`config.mk`:
```
export PLATFORM = sky130hd
export DESIGN_NAME = vga_bounce_controller
export DESIGN_NICKNAME = d
export VERILOG_FILES = /design/src/rtl/vga_bounce_controller.sv
export SDC_FILE = /design/constraint.sdc
export NUM_CORES = 1
export LEC_CHECK = 0
export BUFFER_PORTS_ARGS = -buffer_cell sky130_fd_sc_hd__buf_4
export CORE_ASPECT_RATIO = 1.2
export CORE_MARGIN = 3
export CORE_UTILIZATION = 58
export DETAILED_ROUTE_END_ITERATION = 6
export PLACE_DENSITY_LB_ADDON = 0.08
export SKIP_CTS_REPAIR_TIMING = 1
export SLEW_MARGIN = 5
export SYNTH_ARGS = -nofsm -noshare
export SYNTH_HDL_FRONTEND = slang
export SYNTH_SLANG_ARGS = --single-unit
```
`constraint.sdc`:
```
create_clock -name vga_clk -period 3.7 [get_ports vga_clk]
set_clock_uncertainty 0.2 [all_clocks]
set_input_delay 0.37 -clock vga_clk [delete_from_list [all_inputs] [get_ports vga_clk]]
set_output_delay 0.37 -clock vga_clk [all_outputs]
set_load 0.05 [all_outputs]
```
`src/rtl/vga_bounce_controller.sv`:
```
// -----------------------------------------------------------------------------
// vga_bounce_controller
//
// Self-contained VGA pixel source. It generates parametrised sync timing and
// draws one solid box that bounces around the visible area. The box moves once
// per frame by a programmable step on each axis and reflects off the screen
// edges. It drives the DE1-SoC VGA DAC pins directly.
//
// Ports:
//   vga_clk      in   pixel clock (the only clock)
//   reset_n      in   asynchronous active-low reset
//   enable       in   animation enable, sampled at the position update
//   step         in   pixels moved per frame on each axis, sampled at update
//   box_color    in   {red, green, blue} of the box, red in the MSBs
//   bg_color     in   background colour, same packing
//   blank_n      out  high during active video
//   HS / VS      out  horizontal / vertical sync, active-low
//   red/green/blue out pixel colour, 0 while blanked
//   frame_start  out  one-cycle pulse on the output cycle of pixel (0,0)
//   box_x/box_y  out  current box top-left position
//
// All pixel outputs come from one register stage and show the decode of the
// counter state from the previous cycle, so they stay mutually aligned.
// -----------------------------------------------------------------------------
module vga_bounce_controller #(
    parameter int H_VISIBLE = 640,
    parameter int H_FRONT   = 16,
    parameter int H_SYNC    = 96,
    parameter int H_BACK    = 48,
    parameter int V_VISIBLE = 480,
    parameter int V_FRONT   = 10,
    parameter int V_SYNC    = 2,
    parameter int V_BACK    = 33,
    parameter int BOX_SIZE  = 100,
    parameter int BOX_X0    = 100,
    parameter int BOX_Y0    = 100,
    parameter int COLOR_W   = 8
) (
    input  logic                   vga_clk,
    input  logic                   reset_n,
    input  logic                   enable,
    input  logic [3:0]             step,
    input  logic [3*COLOR_W-1:0]   box_color,
    input  logic [3*COLOR_W-1:0]   bg_color,
    output logic                   blank_n,
    output logic                   HS,
    output logic                   VS,
    output logic [COLOR_W-1:0]     red,
    output logic [COLOR_W-1:0]     green,
    output logic [COLOR_W-1:0]     blue,
    output logic                   frame_start,
    output logic [10:0]            box_x,
    output logic [10:0]            box_y
);

    localparam int H_TOTAL = H_VISIBLE + H_FRONT + H_SYNC + H_BACK;
    localparam int V_TOTAL = V_VISIBLE + V_FRONT + V_SYNC + V_BACK;

    localparam logic [10:0] H_LAST   = 11'(H_TOTAL - 1);
    localparam logic [10:0] V_LAST   = 11'(V_TOTAL - 1);
    localparam logic [10:0] V_UPDATE = 11'(V_VISIBLE);
    localparam logic [10:0] X_LIMIT  = 11'(H_VISIBLE - BOX_SIZE);
    localparam logic [10:0] Y_LIMIT  = 11'(V_VISIBLE - BOX_SIZE);
    localparam logic [10:0] X_RESET  = 11'(BOX_X0);
    localparam logic [10:0] Y_RESET  = 11'(BOX_Y0);

    // Edge constants are 12 bits so box_x + BOX_SIZE can never wrap.
    localparam logic [11:0] H_VIS12  = 12'(H_VISIBLE);
    localparam logic [11:0] V_VIS12  = 12'(V_VISIBLE);
    localparam logic [11:0] HS_START = 12'(H_VISIBLE + H_FRONT);
    localparam logic [11:0] HS_END   = 12'(H_VISIBLE + H_FRONT + H_SYNC);
    localparam logic [11:0] VS_START = 12'(V_VISIBLE + V_FRONT);
    localparam logic [11:0] VS_END   = 12'(V_VISIBLE + V_FRONT + V_SYNC);
    localparam logic [11:0] BOX_W12  = 12'(BOX_SIZE);

    // One axis of the bounce. fwd=1 means right/down. Returns {new_fwd, new_pos}.
    // Overshooting clamps to the edge and reverses direction.
    function automatic logic [11:0] axis_next(
        input logic [10:0] pos,
        input logic        fwd,
        input logic [10:0] st,
        input logic [10:0] lim
    );
        logic [11:0] sum;
        logic [11:0] res;
        sum = {1'b0, pos} + {1'b0, st};
        if (fwd) begin
            if (sum > {1'b0, lim}) begin
                res = {1'b0, lim};
            end else begin
                res = {1'b1, sum[10:0]};
            end
        end else begin
            if (pos < st) begin
                res = {1'b1, 11'd0};
            end else begin
                res = {1'b0, pos - st};
            end
        end
        return res;
    endfunction

    logic [10:0]          h_cnt_r;
    logic [10:0]          v_cnt_r;
    logic [10:0]          box_x_r;
    logic [10:0]          box_y_r;
    logic                 dir_right_r;
    logic                 dir_down_r;

    logic                 blank_n_r;
    logic                 hs_r;
    logic                 vs_r;
    logic [3*COLOR_W-1:0] rgb_r;
    logic                 frame_start_r;

    logic [11:0]          h_ext_s;
    logic [11:0]          v_ext_s;
    logic                 visible_s;
    logic                 hs_active_s;
    logic                 vs_active_s;
    logic                 hit_s;
    logic [3*COLOR_W-1:0] pix_color_s;
    logic                 update_s;
    logic                 move_s;
    logic [10:0]          step_ext_s;
    logic [11:0]          x_next_s;
    logic [11:0]          y_next_s;

    // Pixel decode of the current counter state.
    always_comb begin
        h_ext_s     = {1'b0, h_cnt_r};
        v_ext_s     = {1'b0, v_cnt_r};
        visible_s   = (h_ext_s < H_VIS12) && (v_ext_s < V_VIS12);
        hs_active_s = (h_ext_s >= HS_START) && (h_ext_s < HS_END);
        vs_active_s = (v_ext_s >= VS_START) && (v_ext_s < VS_END);
        hit_s       = (h_ext_s >= {1'b0, box_x_r}) && (h_ext_s < ({1'b0, box_x_r} + BOX_W12)) &&
                      (v_ext_s >= {1'b0, box_y_r}) && (v_ext_s < ({1'b0, box_y_r} + BOX_W12));
        pix_color_s = '0;
        if (!visible_s) begin
            pix_color_s = '0;
        end else if (hit_s) begin
            pix_color_s = box_color;
        end else begin
            pix_color_s = bg_color;
        end
    end

    // Position update decision: first cycle of the first blanking line.
    always_comb begin
        update_s   = (h_cnt_r == 11'd0) && (v_cnt_r == V_UPDATE);
        move_s     = update_s && enable && (step != 4'd0);
        step_ext_s = {7'd0, step};
        x_next_s   = axis_next(box_x_r, dir_right_r, step_ext_s, X_LIMIT);
        y_next_s   = axis_next(box_y_r, dir_down_r,  step_ext_s, Y_LIMIT);
    end

    // Horizontal and vertical raster counters.
    always_ff @(posedge vga_clk or negedge reset_n) begin
        if (!reset_n) begin
            h_cnt_r <= 11'd0;
            v_cnt_r <= 11'd0;
        end else if (h_cnt_r == H_LAST) begin
            h_cnt_r <= 11'd0;
            if (v_cnt_r == V_LAST) begin
                v_cnt_r <= 11'd0;
            end else begin
                v_cnt_r <= v_cnt_r + 11'd1;
            end
        end else begin
            h_cnt_r <= h_cnt_r + 11'd1;
        end
    end

    // Box position and direction, changed only by the once-per-frame update.
    always_ff @(posedge vga_clk or negedge reset_n) begin
        if (!reset_n) begin
            box_x_r     <= X_RESET;
            box_y_r     <= Y_RESET;
            dir_right_r <= 1'b1;
            dir_down_r  <= 1'b1;
        end else if (move_s) begin
            box_x_r     <= x_next_s[10:0];
            dir_right_r <= x_next_s[11];
            box_y_r     <= y_next_s[10:0];
            dir_down_r  <= y_next_s[11];
        end else begin
            box_x_r     <= box_x_r;
            box_y_r     <= box_y_r;
            dir_right_r <= dir_right_r;
            dir_down_r  <= dir_down_r;
        end
    end

    // Output register stage: one cycle of latency for every pixel output.
    always_ff @(posedge vga_clk or negedge reset_n) begin
        if (!reset_n) begin
            blank_n_r     <= 1'b0;
            hs_r          <= 1'b1;
            vs_r          <= 1'b1;
            rgb_r         <= '0;
            frame_start_r <= 1'b0;
        end else begin
            blank_n_r     <= visible_s;
            hs_r          <= ~hs_active_s;
            vs_r          <= ~vs_active_s;
            rgb_r         <= pix_color_s;
            frame_start_r <= (h_cnt_r == 11'd0) && (v_cnt_r == 11'd0);
        end
    end

    assign blank_n     = blank_n_r;
    assign HS          = hs_r;
    assign VS          = vs_r;
    assign red         = rgb_r[3*COLOR_W-1:2*COLOR_W];
    assign green       = rgb_r[2*COLOR_W-1:COLOR_W];
    assign blue        = rgb_r[COLOR_W-1:0];
    assign frame_start = frame_start_r;
    assign box_x       = box_x_r;
    assign box_y       = box_y_r;

endmodule

```
Word level (Yosys, flattened, before mapping)
Cells that the tools add are included.

cells by class
  add/sub/neg operators = 8
  order comparisons = 14
  eq/ne operators = 3
  mux-type cells = 10
  bitwise logic cells = 2
  reductions and logical operators = 13

operators by type and width
  operator                                                                                count
  12-bit 2-to-1 mux                                                                       6
  24-bit 2-to-1 mux                                                                       2
  11-bit by 4-bit adder with 12-bit output                                                2
  11-bit by 7-bit adder with 12-bit output (second input constant)                        2
  11-bit by 12-bit < comparator with 1-bit output                                         2
  11-bit by 1-bit adder with 11-bit output (second input constant)                        2
  11-bit by 10-bit equality test with 1-bit output (second input constant)                2
  11-bit greater-or-equal comparator                                                      2
  11-bit logical NOT                                                                      2
  11-bit by 10-bit < comparator with 1-bit output (second input constant)                 2
  11-bit by 4-bit < comparator with 1-bit output                                          2
  11-bit by 9-bit < comparator with 1-bit output (second input constant)                  2
  11-bit 2-to-1 mux                                                                       2
  11-bit by 4-bit subtractor with 11-bit output                                           2
  12-bit by 10-bit > comparator with 1-bit output (second input constant)                 1
  12-bit by 9-bit > comparator with 1-bit output (second input constant)                  1
  11-bit by 9-bit equality test with 1-bit output (second input constant)                 1
  11-bit by 10-bit greater-or-equal comparator with 1-bit output (second input constant)  1
  11-bit by 9-bit greater-or-equal comparator with 1-bit output (second input constant)   1
  1-bit logical AND                                                                       10
  4-bit nonzero test                                                                      1
  1-bit inverter                                                                          2

word-level totals
  bits in registers = 74
  input port bits = 55

Logic depth before layout (Yosys ltp)
Gate-level depths: netlist of the first run.

  depth in word-level cells = 7
  gate-level depth with buffers = 14
  mapped depth without buffers = 13

Worst setup path before layout of the first run
OpenSTA, ideal clock, no wires.

  path type = reg-to-reg
  start = reg box_y_r[6], in the netlist box_y[6]
  end = reg rgb_r[10]
  library setup time = 0.084 ns
  arrival time = 3.084 ns
  data required time = 3.416 ns
  slack = 0.332 ns
  cell stages (with the launch flop) = 15
  buffers on the path = 2
  clock period less this slack = 3.368 ns
  cells stage by stage = dfstp_2 clkbuf_1 inv_1 and3_1 nor2_1 xnor2_1 ha_1 nand4_1 nor2_1 o211ai_1 and3_1 o22ai_1 clkbuf_1 o31ai_1 a21boi_0

between the ends
  longest elaborated chain between the ends = 5

RTL lines
  what                                                                                                   RTL line  source
  start, declared                                                                                        106       logic [10:0] box_y_r;
  start signal, assigned                                                                                 184       box_y_r <= y_next_s[10:0];
  start signal, assigned                                                                                 188       box_y_r <= box_y_r;
  11-bit by 7-bit adder with 12-bit output / 11-bit greater-or-equal comparator (equally long branches)  137       (v_ext_s >= {1'b0, box_y_r}) && (v_ext_s < ({1'b0, box_y_r} + BOX_W12));
  11-bit by 12-bit < comparator with 1-bit output / 1-bit logical AND (equally long branches)            137, 136
  1-bit logical AND (*)                                                                                  137
  24-bit 2-to-1 mux (*)                                                                                  141       end else if (hit_s) begin
  24-bit 2-to-1 mux (*)                                                                                  139       if (!visible_s) begin
  via pix_color_s[10]                                                                                    122       logic [3*COLOR_W-1:0] pix_color_s;
  end signal, assigned                                                                                   206       rgb_r <= pix_color_s;
  end, declared                                                                                          113       logic [3*COLOR_W-1:0] rgb_r;

The timed path passes the listed nets; every way through them passes the cells marked *.
A chain may end at the register's enable or synchronous reset.

Worst setup path after layout of the first run
  start = reg box_y_r[0], in the netlist box_y[0]
  end = reg box_y_r[0], in the netlist box_y[0]

between the ends
  longest elaborated chain between the ends = 4

RTL lines
  what                                            RTL line  source
  11-bit by 4-bit adder with 12-bit output        86        sum = {1'b0, pos} + {1'b0, st};
  12-bit by 9-bit > comparator with 1-bit output  88        if (sum > {1'b0, lim}) begin
  12-bit 2-to-1 mux                               88
  12-bit 2-to-1 mux (*)                           87        if (fwd) begin

Mark *: on every way between the ends. The rest lies on a longest branch, timed or not.

==> implementation parameters, run 1 <==
Parameter                              Value

GRT
  Global-route wire length before repair ... roughly 30000 um
  Global route overflow ... 0
  Global router's overall resource usage ... between 30% and 40%
  Initial antenna violation count ... 0
  Vias in the first global route ... between 6000 and 7000
  Maximum number of pins on one net before global-route repair ... 75

Critical path
  Kind of capture point of the worst setup path ... flop
  Bufs and invs on worst path ... 1
  Worst path cell trace ... ha_1 > inv_1 > fa_1 > o21bai_1 > a21oi_1 > o41ai_1 > a21oi_1 > o211ai_1 > o21ai_0 > a22o_1
  Category of the most critical setup path ... flop to flop
  Cell type of the slowest stage on the worst timing path ... sky130_fd_sc_hd__dfrtp_1
  Launching element type of the critical path ... flop
  Slowest cell delay on critical path ... about 470 ps
  Data required time of the worst path ... between 3000 and 4000 ps
  Largest driver fanout on the critical path ... 13
  Crit path max-delay family ... compound AO/OA/AOI/OAI gates
  Crit-path most repeated cell ... sky130_fd_sc_hd__a21oi_1
  Data arrival, critical path ... between 3000 and 4000 ps

Pwr
  P per Cell Area ... around 300 nW/um^2
  P_leak ... between 3 and 4 nW
  VDD IR-drop max ... roughly 240 uV

Route
  Number of nets still failing antenna checks after routing ... 0
  Routed vias ... about 6100
  Average wire length per cell after detail routing ... 18.79 um
  Iteration-0 DRC count of the detailed router ... 438
  DRC errors left ... 1
  Drt total wl ... about 18000 um
  Number of optimization iterations in the first detailed-route pass ... 7
  Average via count per standard cell ... approximately 6.5

Clocking
  Total number of H-tree levels ... 3
  Root buffer cell ... sky130_fd_sc_hd__clkbuf_16
  CTS tree ... built
  TritonCTS sink count ... 74
  Latest clock arrival within the worst-skew pair ... approximately 340 ps
  Clock-pin slew of the registers on the worst-case setup and hold paths ... approximately 60 ps
  Worst-case clock buffer depth ... 2
  CTS buffer count ... 9

Placement
  Count of port buffers added during placement ... between 100 and 150
  Estimated wirelength of the detail-placed design ... 13190 um
  Last weighted congestion value of the routability-driven placer ... ~0.94

STA
  Shortest clock period the worst path allows after layout ... roughly 3500 ps
  Setup repair after global routing missed its margin ... false
  Total setup violations reported at the end of the flow ... 0
  Final cycle utilization of the critical path ... between 90% and 100%
  Transition at the pin with the smallest max-transition slack ... ~1200 ps
  Maximum clock frequency ... approximately 0.29 GHz
  Max Transition Viols Final ... 0
  Sum Neg Setup Slack ... 0 ps
  Hold violation count in the final report ... 12
  Worst hold slack ... -45.20 ps
  Max_slew headroom ... around a fifth

Die
  Area of the core ... 10260 sq um
  Starting Density ... between 60% and 70%
  Count of pins on the block boundary ... between 100 and 150
  Vertical extent of the die ... 119.7 um
  Placement row count ... 40
  Area of the die ... roughly 12000 sq um
  Die W ... approximately 100 um

Logic synthesis
  Gate count after technology mapping ... 730
  Post-synthesis sequential area ratio ... approximately 30%
  Most used flip-flop cell after synthesis ... sky130_fd_sc_hd__dfrtp_1
  Async SR Flop Fraction ... 100.0%
  Mean instance size in the synthesized netlist ... ~8.6 sq um
  Number of different library cells in the post-synthesis netlist ... 70
  Number of enable-type register cells in the synthesized netlist ... 0
  Register bit total from synthesis ... 74
  Net count after synthesis ... 851
  Netlist area before placement ... between 6000 and 7000 sq um
  Synth warn ... 0

Run
  Maxcap violations ... 0

Layout
  Final net count ... about 940
  Growth of design area from synthesis to finish ... 19.54%
  Fraction of final layout cells with drive strength greater than 1 ... 20.48%
  Antenna Cells ... 0

Worst hold path
  Path category of the worst min-delay check ... primary input to async pin

Outcome
  Run status ... complete, but fails checks
  Violations in the final reports ... design-rule violations, negative hold slack
[cells by family after synthesis]
kind of cell	count (synthesis)	synth area share [%]
fa+ha+maj	66	13.70
xor+xnor	37	5.186
buf+inv	83	5.446
mux	2	0.4204
compound gates	210	23.39
flops	74	29.84
simple gates	258	22.03
[stage by stage]
step | power (mW) | utilization [%] | instances | area, sq um | worst slack, ps
floorplan | 1.119 | - | 730 | 6248 | 331.8
global placement | 1.259 | 69.52 | 935 | 7133 | 318.9
detailed placement | 1.269 | 69.52 | 935 | 7133 | 159.5
CTS | 2.240 | 72.73 | 951 | 7462 | 148.4
global route | 2.315 | 72.80 | 951 | 7470 | 63.59
finish | 2.229 | 72.80 | 951 | 7470 | 217.7
[Yosys cell counts (6+ instances only)]
| library cell | number | area, sq um |
|---|---|---|
| sky130_fd_sc_hd__nor3_1 | 21 | 105.1 |
| sky130_fd_sc_hd__dfstp_2 | 10 | 262.8 |
| sky130_fd_sc_hd__and3_1 | 17 | 106.4 |
| sky130_fd_sc_hd__a21boi_0 | 24 | 180.2 |
| sky130_fd_sc_hd__o221ai_1 | 6 | 52.55 |
| sky130_fd_sc_hd__nand2_1 | 45 | 168.9 |
| sky130_fd_sc_hd__a211oi_1 | 6 | 45.04 |
| sky130_fd_sc_hd__o41ai_1 | 6 | 52.55 |
| sky130_fd_sc_hd__inv_1 | 43 | 161.4 |
| sky130_fd_sc_hd__o211ai_1 | 12 | 90.09 |
| sky130_fd_sc_hd__clkbuf_1 | 26 | 97.59 |
| sky130_fd_sc_hd__ha_1 | 62 | 775.7 |
| sky130_fd_sc_hd__nor2b_1 | 16 | 100.1 |
| sky130_fd_sc_hd__a21oi_1 | 31 | 155.2 |
| sky130_fd_sc_hd__o21ai_0 | 38 | 190.2 |
| sky130_fd_sc_hd__nor2_1 | 48 | 180.2 |
| sky130_fd_sc_hd__dfrtp_1 | 64 | 1602 |
| sky130_fd_sc_hd__nand3_1 | 32 | 160.2 |
| sky130_fd_sc_hd__nand2b_1 | 6 | 37.54 |
| sky130_fd_sc_hd__xor2_1 | 7 | 61.31 |
| sky130_fd_sc_hd__nor4_1 | 8 | 50.05 |
| sky130_fd_sc_hd__a31oi_1 | 9 | 56.30 |
| sky130_fd_sc_hd__nand4_1 | 40 | 250.2 |
| sky130_fd_sc_hd__xnor2_1 | 30 | 262.8 |
| sky130_fd_sc_hd__o31ai_1 | 32 | 240.2 |
| sky130_fd_sc_hd__buf_2 | 11 | 55.05 |
| sky130_fd_sc_hd__o22ai_1 | 7 | 43.79 |
[state kept, by name (all words and copies together) (netlist names)]
register / count
frame_start: 1
box_x: 11
box_y: 11
dir_right_r: 1
h_cnt_r: 11
VS: 1
blank_n: 1
rgb_r: 24
dir_down_r: 1
HS: 1
v_cnt_r: 11
[cell usage in the layout, fill, tap and decap left out, types with 10 or more instances in the layout]
cell type	count
sky130_fd_sc_hd__dfstp_2	10
sky130_fd_sc_hd__nand4_1	40
sky130_fd_sc_hd__nand3_1	32
sky130_fd_sc_hd__nand2_1	45
sky130_fd_sc_hd__buf_4	119
sky130_fd_sc_hd__nor2b_1	16
sky130_fd_sc_hd__o211ai_1	12
sky130_fd_sc_hd__nor3_1	21
sky130_fd_sc_hd__ha_1	62
sky130_fd_sc_hd__xnor2_1	30
sky130_fd_sc_hd__o21ai_0	38
sky130_fd_sc_hd__inv_1	43
sky130_fd_sc_hd__o31ai_1	32
sky130_fd_sc_hd__dfrtp_1	64
sky130_fd_sc_hd__a21boi_0	24
sky130_fd_sc_hd__nor2_1	48
sky130_fd_sc_hd__and3_1	17
sky130_fd_sc_hd__a21oi_1	31
[per-layer routing]
metal  track usage (%)  part of all wire, %
met5                 0                    0
met4             9.604                  1.9
met2             48.39                   48
met3             5.872                  7.7
met1             40.42                   42
[layout make-up]
type,count,area (sq um)
clock buffer,10,239.0
multi-input combinational,573,4064
timing repair buffer,119,893.4
tap,126,157.7
inverter,43,161.4
clock inverter,6,90.09
fill,752,2790
sequential,74,1864
[report_power, final]
group | leakage [nW] | total (mW) | internal [mW] | switching (mW)
Clock | 0.159 | 0.969 | 0.610 | 0.359
Combinational | 2.19 | 0.410 | 0.157 | 0.253
Sequential | 0.901 | 0.850 | 0.833 | 0.0177
Total | 3.25 | 2.23 | 1.60 | 0.630
[worst paths after layout]
kind	from	endpoint	slack (ps)	cells past startpoint
max reg2reg	box_y[0]	box_y[0]	220	10
max in group asynchronous	reset_n	v_cnt_r[6]	2690	1
min reg2reg	h_cnt_r[0]	h_cnt_r[0]	310	1
min	reset_n	box_x[8]	-50	1
max	box_y[0]	box_y[0]	220	10
min in group vga_clk	bg_color[7]	rgb_r[7]	110	3
(Power assumes the default switching activity.)
==> run 2: changes to the inputs <==
Settings changed: CELL_PAD_IN_SITES_DETAIL_PLACEMENT set to 0, CELL_PAD_IN_SITES_GLOBAL_PLACEMENT set to 2, CORE_UTILIZATION 58 to 35.
==> run 2 against run 1 <==
The run now ends clean. Combinational power rose by 3%. Worst hold slack improved by 49 ps. Utilization fell by 28 points. Maximum frequency rose by 1.4%. Clock power fell by 2%. Critical path depth rose by 2. Largest cell class unchanged.
==> implementation parameters, run 2 (synthesis results as in run 1) <==
Parameter                              Value

Outcome
  Run status ... finished, final reports clean (was complete, but fails checks)

Layout
  Fraction of final layout cells with drive strength greater than 1 ... 21.81% (was 20.48%)
  Flip-flop count of the largest register after layout ... 24 (unchanged)
  Growth of design area from synthesis to finish ... 22.87% (was 19.54%)
  Antenna Cells ... 0 (unchanged)
  Most frequent standard cell in the layout excluding fill and tap cells ... sky130_fd_sc_hd__buf_4 (unchanged)
  Final net count ... 955 (was 941)
  Commonest cells after routing, fill and taps aside ... sky130_fd_sc_hd__buf_4, sky130_fd_sc_hd__dfrtp_1, sky130_fd_sc_hd__ha_1, sky130_fd_sc_hd__nor2_1, sky130_fd_sc_hd__nand2_1 (unchanged)
  Register containing the most flip-flops in the final layout ... rgb_r (unchanged)
  Fillers ... 1722 (was 752)

Clocking
  CTS buffer count ... 9 (unchanged)
  Latest clock arrival within the worst-skew pair ... 330 ps (was 340 ps)
  CTS tree ... built (unchanged)
  TritonCTS sink count ... 74 (unchanged)
  Total number of H-tree levels ... 3 (unchanged)
  Clock-pin slew of the registers on the worst-case setup and hold paths ... 60 ps (about the same)
  Worst-case clock buffer depth ... 2 (unchanged)
  Root buffer cell ... sky130_fd_sc_hd__clkbuf_16 (unchanged)

Die
  Placement row count ... 52 (was 40)
  Vertical extent of the die ... 152.4 um (was 119.7 um)
  Starting Density ... 36.38% (was 60.90%)
  Die W ... 128.0 um (was 100.8 um)
  Count of pins on the block boundary ... 105 (unchanged)
  Area of the die ... 19500 sq um (was 12060 sq um)
  Area of the core ... 17180 sq um (was 10260 sq um)

Critical path
  Cell type of the slowest stage on the worst timing path ... sky130_fd_sc_hd__o22ai_4 (was sky130_fd_sc_hd__dfrtp_1)
  Worst path cell trace ... inv_1 > and3_1 > nor2_1 > xnor2_1 > ha_1 > nand4_1 > nor2_1 > a211oi_1 > and3_1 > o22ai_4 > o31ai_1 > a21boi_0 (was ha_1 > inv_1 > fa_1 > o21bai_1 > a21oi_1 > o41ai_1 > a21oi_1 > o211ai_1 > o21ai_0 > a22o_1)
  Largest driver fanout on the critical path ... 24 (was 13)
  Data required time of the worst path ... 3750 ps (was 3720 ps)
  Slowest cell delay on critical path ... 670 ps (was 470 ps)
  Bufs and invs on worst path ... 1 (unchanged)
  Kind of capture point of the worst setup path ... flop (unchanged)
  Category of the most critical setup path ... flop to flop (unchanged)
  Crit path max-delay family ... compound AO/OA/AOI/OAI gates (unchanged)
  Launching element type of the critical path ... flop (unchanged)
  Data arrival, critical path ... 3480 ps (was 3510 ps)

Route
  Average wire length per cell after detail routing ... 19.16 um (was 18.79 um)
  Number of nets still failing antenna checks after routing ... 0 (unchanged)
  Average via count per standard cell ... 5.774 (was 6.456)
  DRC errors left ... 0 (was 1)
  Iteration-0 DRC count of the detailed router ... 347 (was 438)
  Number of optimization iterations in the first detailed-route pass ... 5 (was 7)
  Routed vias ... 6092 (was 6140)
  Drt total wl ... 20210 um (was 17870 um)

Worst hold path
  Path category of the worst min-delay check ... primary input to async pin (unchanged)

Run
  Maxcap violations ... 0 (unchanged)

Placement
  Estimated wirelength of the detail-placed design ... 15010 um (was 13190 um)
  Last weighted congestion value of the routability-driven placer ... 0.8446 (was 0.9449)
  Count of port buffers added during placement ... 104 (unchanged)

STA
  Worst hold slack ... 3.690 ps (was -45.20 ps)
  Max Transition Viols Final ... 0 (unchanged)
  Total setup violations reported at the end of the flow ... 0 (unchanged)
  Maximum clock frequency ... 0.2912 GHz (was 0.2872 GHz)
  Max_slew headroom ... 33.43% (was 21.08%)
  Hold violation count in the final report ... 0 (was 12)
  Setup repair after global routing missed its margin ... false (unchanged)
  Shortest clock period the worst path allows after layout ... 3434 ps (was 3482 ps)
  Transition at the pin with the smallest max-transition slack ... 998.5 ps (was 1180 ps)
  Final cycle utilization of the critical path ... 92.80% (was 94.12%)

GRT
  Global router's overall resource usage ... 20.86% (was 30.04%)
  Global-route wire length before repair ... 33540 um (was 29590 um)
  Initial antenna violation count ... 0 (unchanged)
  Vias in the first global route ... 6371 (was 6105)
  Global route overflow ... 0 (unchanged)
  Maximum number of pins on one net before global-route repair ... 75 (unchanged)

Pwr
  P per Cell Area ... 289.9 nW/um^2 (was 298.5 nW/um^2)
  Final Total Pwr ... 2.226 mW (was 2.229 mW)
  P_leak ... 3.312 nW (was 3.248 nW)
  VDD IR-drop max ... 185.0 uV (was 240.0 uV)
-- run 2: changes by cell type in the layout (fill, tap and decap cells not counted) --
cell	before	now
sky130_fd_sc_hd__clkbuf_8	1	0
sky130_fd_sc_hd__clkinv_4	2	1
sky130_fd_sc_hd__clkinvlp_4	1	2
sky130_fd_sc_hd__clkinv_2	1	2
sky130_fd_sc_hd__buf_4	119	133
-- run 2: path summary, 6_finish.rpt --
| path | start | endpoint | slack, ps | depth (start not counted) |
|---|---|---|---|---|
| min reg2reg | h_cnt_r[0] | h_cnt_r[0] | 330 | 1 |
| max | box_y[6] | rgb_r[11] | 270 | 12 |
| min in group vga_clk | bg_color[4] | rgb_r[4] | 110 | 3 |
| min | reset_n | rgb_r[17] | 4 | 1 |
| max reg2reg | box_y[6] | rgb_r[11] | 270 | 12 |
| max in group asynchronous | reset_n | box_x[1] | 2660 | 1 |
-- run 2: routing by layer --
layer / up-vias / global-route usage, % / part of all wire, %
met1: 2997 / 28.21 / 46
li1: 2914 / - / -
met4: 0 / 5.106 / 1.5
met3: 22 / 3.857 / 4.8
met2: 159 / 34.37 / 48
met5: - / 0 / 0
-- run 2: layout make-up --
type,instances,area (sq um),area share [%]
inverters,43,161.4,2.102
well taps,216,270.3,3.520
clock inverters,7,93.84,1.222
multi-input cells,573,4064,52.93
clock buffers,9,225.2,2.934
repair buffers,133,998.5,13.01
flip-flops and latches,74,1864,24.28
-- run 2: report_power, final --
part	switching, mW	total [mW]	leakage, nW	internal (mW)
registers	0.0167	0.849	0.901	0.832
logic	0.258	0.422	2.26	0.164
clock network	0.365	0.954	0.151	0.590
-- run 2: per-stage QoR --
stage | utilization (%) | TNS (ps) | std cells | setup slack (ps) | instance area (sq um)
after floorplan | - | 0 | 730 | 331.8 | 6248
after global placement | 42.66 | 0 | 1036 | 145.0 | 7328
after detailed placement | 42.66 | 0 | 1036 | 22.61 | 7328
after CTS | 44.52 | -36.47 | 1052 | -36.47 | 7647
after global routing | 44.70 | 0 | 1055 | 50.38 | 7677
final | 44.70 | 0 | 1055 | 266.5 | 7677
==> run 3: changes to the inputs <==
Settings changed: CORE_UTILIZATION 35 to 34.
==> run 3 against run 2 <==
Clock-buffer cell count increased by 3. Via count decreased by 2.0%. Die area increased by 2.8%. Power increased by 2.6%. Non-clock buffer count decreased by 1. Maximum frequency decreased by 0.25%. Highest routed layer unchanged. First-iteration DRC count decreased by 6.1%.
==> implementation parameters, run 3 (synthesis results as in run 1) <==
Parameter                              Value

Clocking
  TritonCTS sink count ... 74 (unchanged)
  CTS buffer count ... 9 (unchanged)
  Clock-pin slew of the registers on the worst-case setup and hold paths ... 60 ps (about the same)
  CTS tree ... built (unchanged)
  Latest clock arrival within the worst-skew pair ... 340 ps (was 330 ps)
  Root buffer cell ... sky130_fd_sc_hd__clkbuf_16 (unchanged)
  Total number of H-tree levels ... 3 (unchanged)
  Worst-case clock buffer depth ... 2 (unchanged)

Route
  Number of nets still failing antenna checks after routing ... 0 (unchanged)
  Average wire length per cell after detail routing ... 19.25 um (was 19.16 um)
  DRC errors left ... 0 (unchanged)
  Number of optimization iterations in the first detailed-route pass ... 5 (unchanged)
  Routed vias ... 5970 (was 6092)
  Drt total wl ... 20380 um (was 20210 um)
  Average via count per standard cell ... 5.637 (was 5.774)
  Iteration-0 DRC count of the detailed router ... 326 (was 347)

Pwr
  VDD IR-drop max ... 173.1 uV (was 185.0 uV)
  Switching share of total power ... 28.13% (was 28.75%)
  P_leak ... 3.322 nW (was 3.312 nW)
  Combinational Power Share ... 18.6% (was 19.0%)
  P_sw ... 642.3 uW (was 639.9 uW)
  Share of total power in the clock network ... 44.3% (was 42.9%)
  Internal ... 1.641 mW (was 1.586 mW)
  Power share of the sequential group ... 37.1% (was 38.1%)
  P per Cell Area ... 296.1 nW/um^2 (was 289.9 nW/um^2)

Placement
  Pre-CTS setup slack ... -24.98 ps (was 22.61 ps)
  Estimated wirelength of the detail-placed design ... 15110 um (was 15010 um)
  Instance area after placement ... 7341 sq um (was 7328 sq um)
  Last weighted congestion value of the routability-driven placer ... 0.8672 (was 0.8446)
  Count of port buffers added during placement ... 104 (unchanged)
  Post-Place Cells ... 1041 (was 1036)

Die
  Vertical extent of the die ... 154.5 um (was 152.4 um)
  Area of the die ... 20050 sq um (was 19500 sq um)
  Placement row count ... 53 (was 52)
  Starting Density ... 35.16% (was 36.38%)
  Count of pins on the block boundary ... 105 (unchanged)
  Die W ... 129.8 um (was 128.0 um)
  Area of the core ... 17770 sq um (was 17180 sq um)

STA
  Worst hold slack ... 95.81 ps (was 3.690 ps)
  Max_slew headroom ... 37.83% (was 33.43%)
  Final cycle utilization of the critical path ... 93.03% (was 92.80%)
  Max Transition Viols Final ... 0 (unchanged)
  Maximum clock frequency ... 0.2905 GHz (was 0.2912 GHz)
  Hold violation count in the final report ... 0 (unchanged)
  Transition at the pin with the smallest max-transition slack ... 932.6 ps (was 998.5 ps)
  Shortest clock period the worst path allows after layout ... 3442 ps (was 3434 ps)
  Setup WS post-layout ... 257.7 ps (was 266.5 ps)
  Total setup violations reported at the end of the flow ... 0 (unchanged)
  Setup repair after global routing missed its margin ... false (unchanged)

Layout
  Growth of design area from synthesis to finish ... 23.41% (was 22.87%)
  Final net count ... 955 (unchanged)
  Most frequent standard cell in the layout excluding fill and tap cells ... sky130_fd_sc_hd__buf_4 (unchanged)
  Final design area excluding fillers ... 7711 sq um (was 7677 sq um)
  Core utilization of the finished layout ... 43.39% (was 44.70%)
  Register containing the most flip-flops in the final layout ... rgb_r (unchanged)
  Fillers ... 1818 (was 1722)
  Fraction of final layout cells with drive strength greater than 1 ... 21.81% (unchanged)
  Antenna Cells ... 0 (unchanged)
  Flip-flop count of the largest register after layout ... 24 (unchanged)
  Commonest cells after routing, fill and taps aside ... sky130_fd_sc_hd__buf_4, sky130_fd_sc_hd__dfrtp_1, sky130_fd_sc_hd__ha_1, sky130_fd_sc_hd__nor2_1, sky130_fd_sc_hd__nand2_1 (unchanged)
  Post-route insts no fill ... 1059 (was 1055)

Critical path
  Capture instance of the worst register-to-register path ... box_y[3] (was rgb_r[11])
  Crit Reg-Reg Startpoint ... box_y[2] (was box_y[6])
  Launching element type of the critical path ... flop (unchanged)
  Minimum setup slack among reg-to-reg paths ... 260 ps (was 270 ps)
  Largest driver fanout on the critical path ... 9 (was 24)
  Data arrival, critical path ... 3460 ps (was 3480 ps)
  Category of the most critical setup path ... flop to flop (unchanged)
  Kind of capture point of the worst setup path ... flop (unchanged)
  Worst reg-to-reg path cell count ... 10 (was 12)
  Data required time of the worst path ... 3720 ps (was 3750 ps)

GRT
  Initial antenna violation count ... 0 (unchanged)
  Global route overflow ... 0 (unchanged)
  GR Layer Usage met3 ... 4.870% (was 3.857%)
  Layer with the highest usage after global routing ... met2 (unchanged)
  Global-route wire length before repair ... 32760 um (was 33540 um)
  Vias in the first global route ... 6054 (was 6371)
  Met1 GRT Util ... 27.74% (was 28.21%)
  Maximum number of pins on one net before global-route repair ... 46 (was 75)
  Global router's overall resource usage ... 20.35% (was 20.86%)
  Grt met2 use ... 32.51% (was 34.37%)

Worst hold path
  Worst Hold End ... rgb_r[13]
  Number of stages on the worst hold path ... 3
  Path category of the worst min-delay check ... primary input to flop (was primary input to async pin)
  Launch instance of the worst min-delay path ... box_color[13]

Run
  Maxcap violations ... 0 (unchanged)

Outcome
  Run status ... finished, final reports clean (unchanged)
==> run 3: layout make-up <==
class                           instances  area [sq um]  area share [%]
Sequential cell                        74          1864           24.18
Clock buffer                           12         266.5           3.456
Clock inverter                          4         72.57          0.9411
Multi-Input combinational cell        574          4078           52.88
Inverter                               43         161.4           2.093
Timing Repair Buffer                  132         993.5           12.88
Tap cell                              220         275.3           3.570
==> run 3: worst max-delay path: stages (launching register included) <==
cell and delay, ps:
sky130_fd_sc_hd__dfstp_2 550, sky130_fd_sc_hd__buf_4 150, sky130_fd_sc_hd__ha_1 320, sky130_fd_sc_hd__nor3b_2 310, sky130_fd_sc_hd__o31a_1 230, sky130_fd_sc_hd__o21ai_1 100
sky130_fd_sc_hd__o21a_1 190, sky130_fd_sc_hd__o211ai_1 520, sky130_fd_sc_hd__buf_4 260, sky130_fd_sc_hd__o21ba_2 160, sky130_fd_sc_hd__o31ai_1 320
==> run 3: per-stage QoR <==
step | setup TNS (ps) | power [mW]
2_1_floorplan | 0 | 1.119
3_3_place_gp | 0 | 1.283
3_5_place_dp | -30.46 | 1.286
4_1_cts | -78.01 | 2.314
5_1_grt | 0 | 2.391
6_report | 0 | 2.283
==> run 3: per-layer routing <==
| layer | vias to the layer above | wire, um |
|---|---|---|
| met3 | 17 | 1169 |
| met4 | 0 | 238 |
| met1 | 2871 | 9436 |
| met2 | 163 | 9540 |
| li1 | 2919 | - |
| met5 | - | 0 |
==> run 3: worst max path at each step <==
stage	start	slack (ps)	end
floorplan	box_y[6]	330	rgb_r[10]
global placement	box_y[5]	100	rgb_r[22]
detailed placement	box_y[5]	-20	rgb_r[21]
CTS	box_y[5]	-30	rgb_r[11]
global route	box_y[5]	30	rgb_r[19]
finish	box_y[2]	260	box_y[3]
==> run 3: power by group through the flow <==
stage / registers [mW] / logic (mW) / clock network, mW
final: 0.847 / 0.424 / 1.01
after global routing: 0.849 / 0.465 / 1.08
after CTS: 0.847 / 0.428 / 1.04
after detailed placement: 0.861 / 0.425 / 0
after global placement: 0.861 / 0.422 / 0
after floorplan: 0.938 / 0.180 / 0
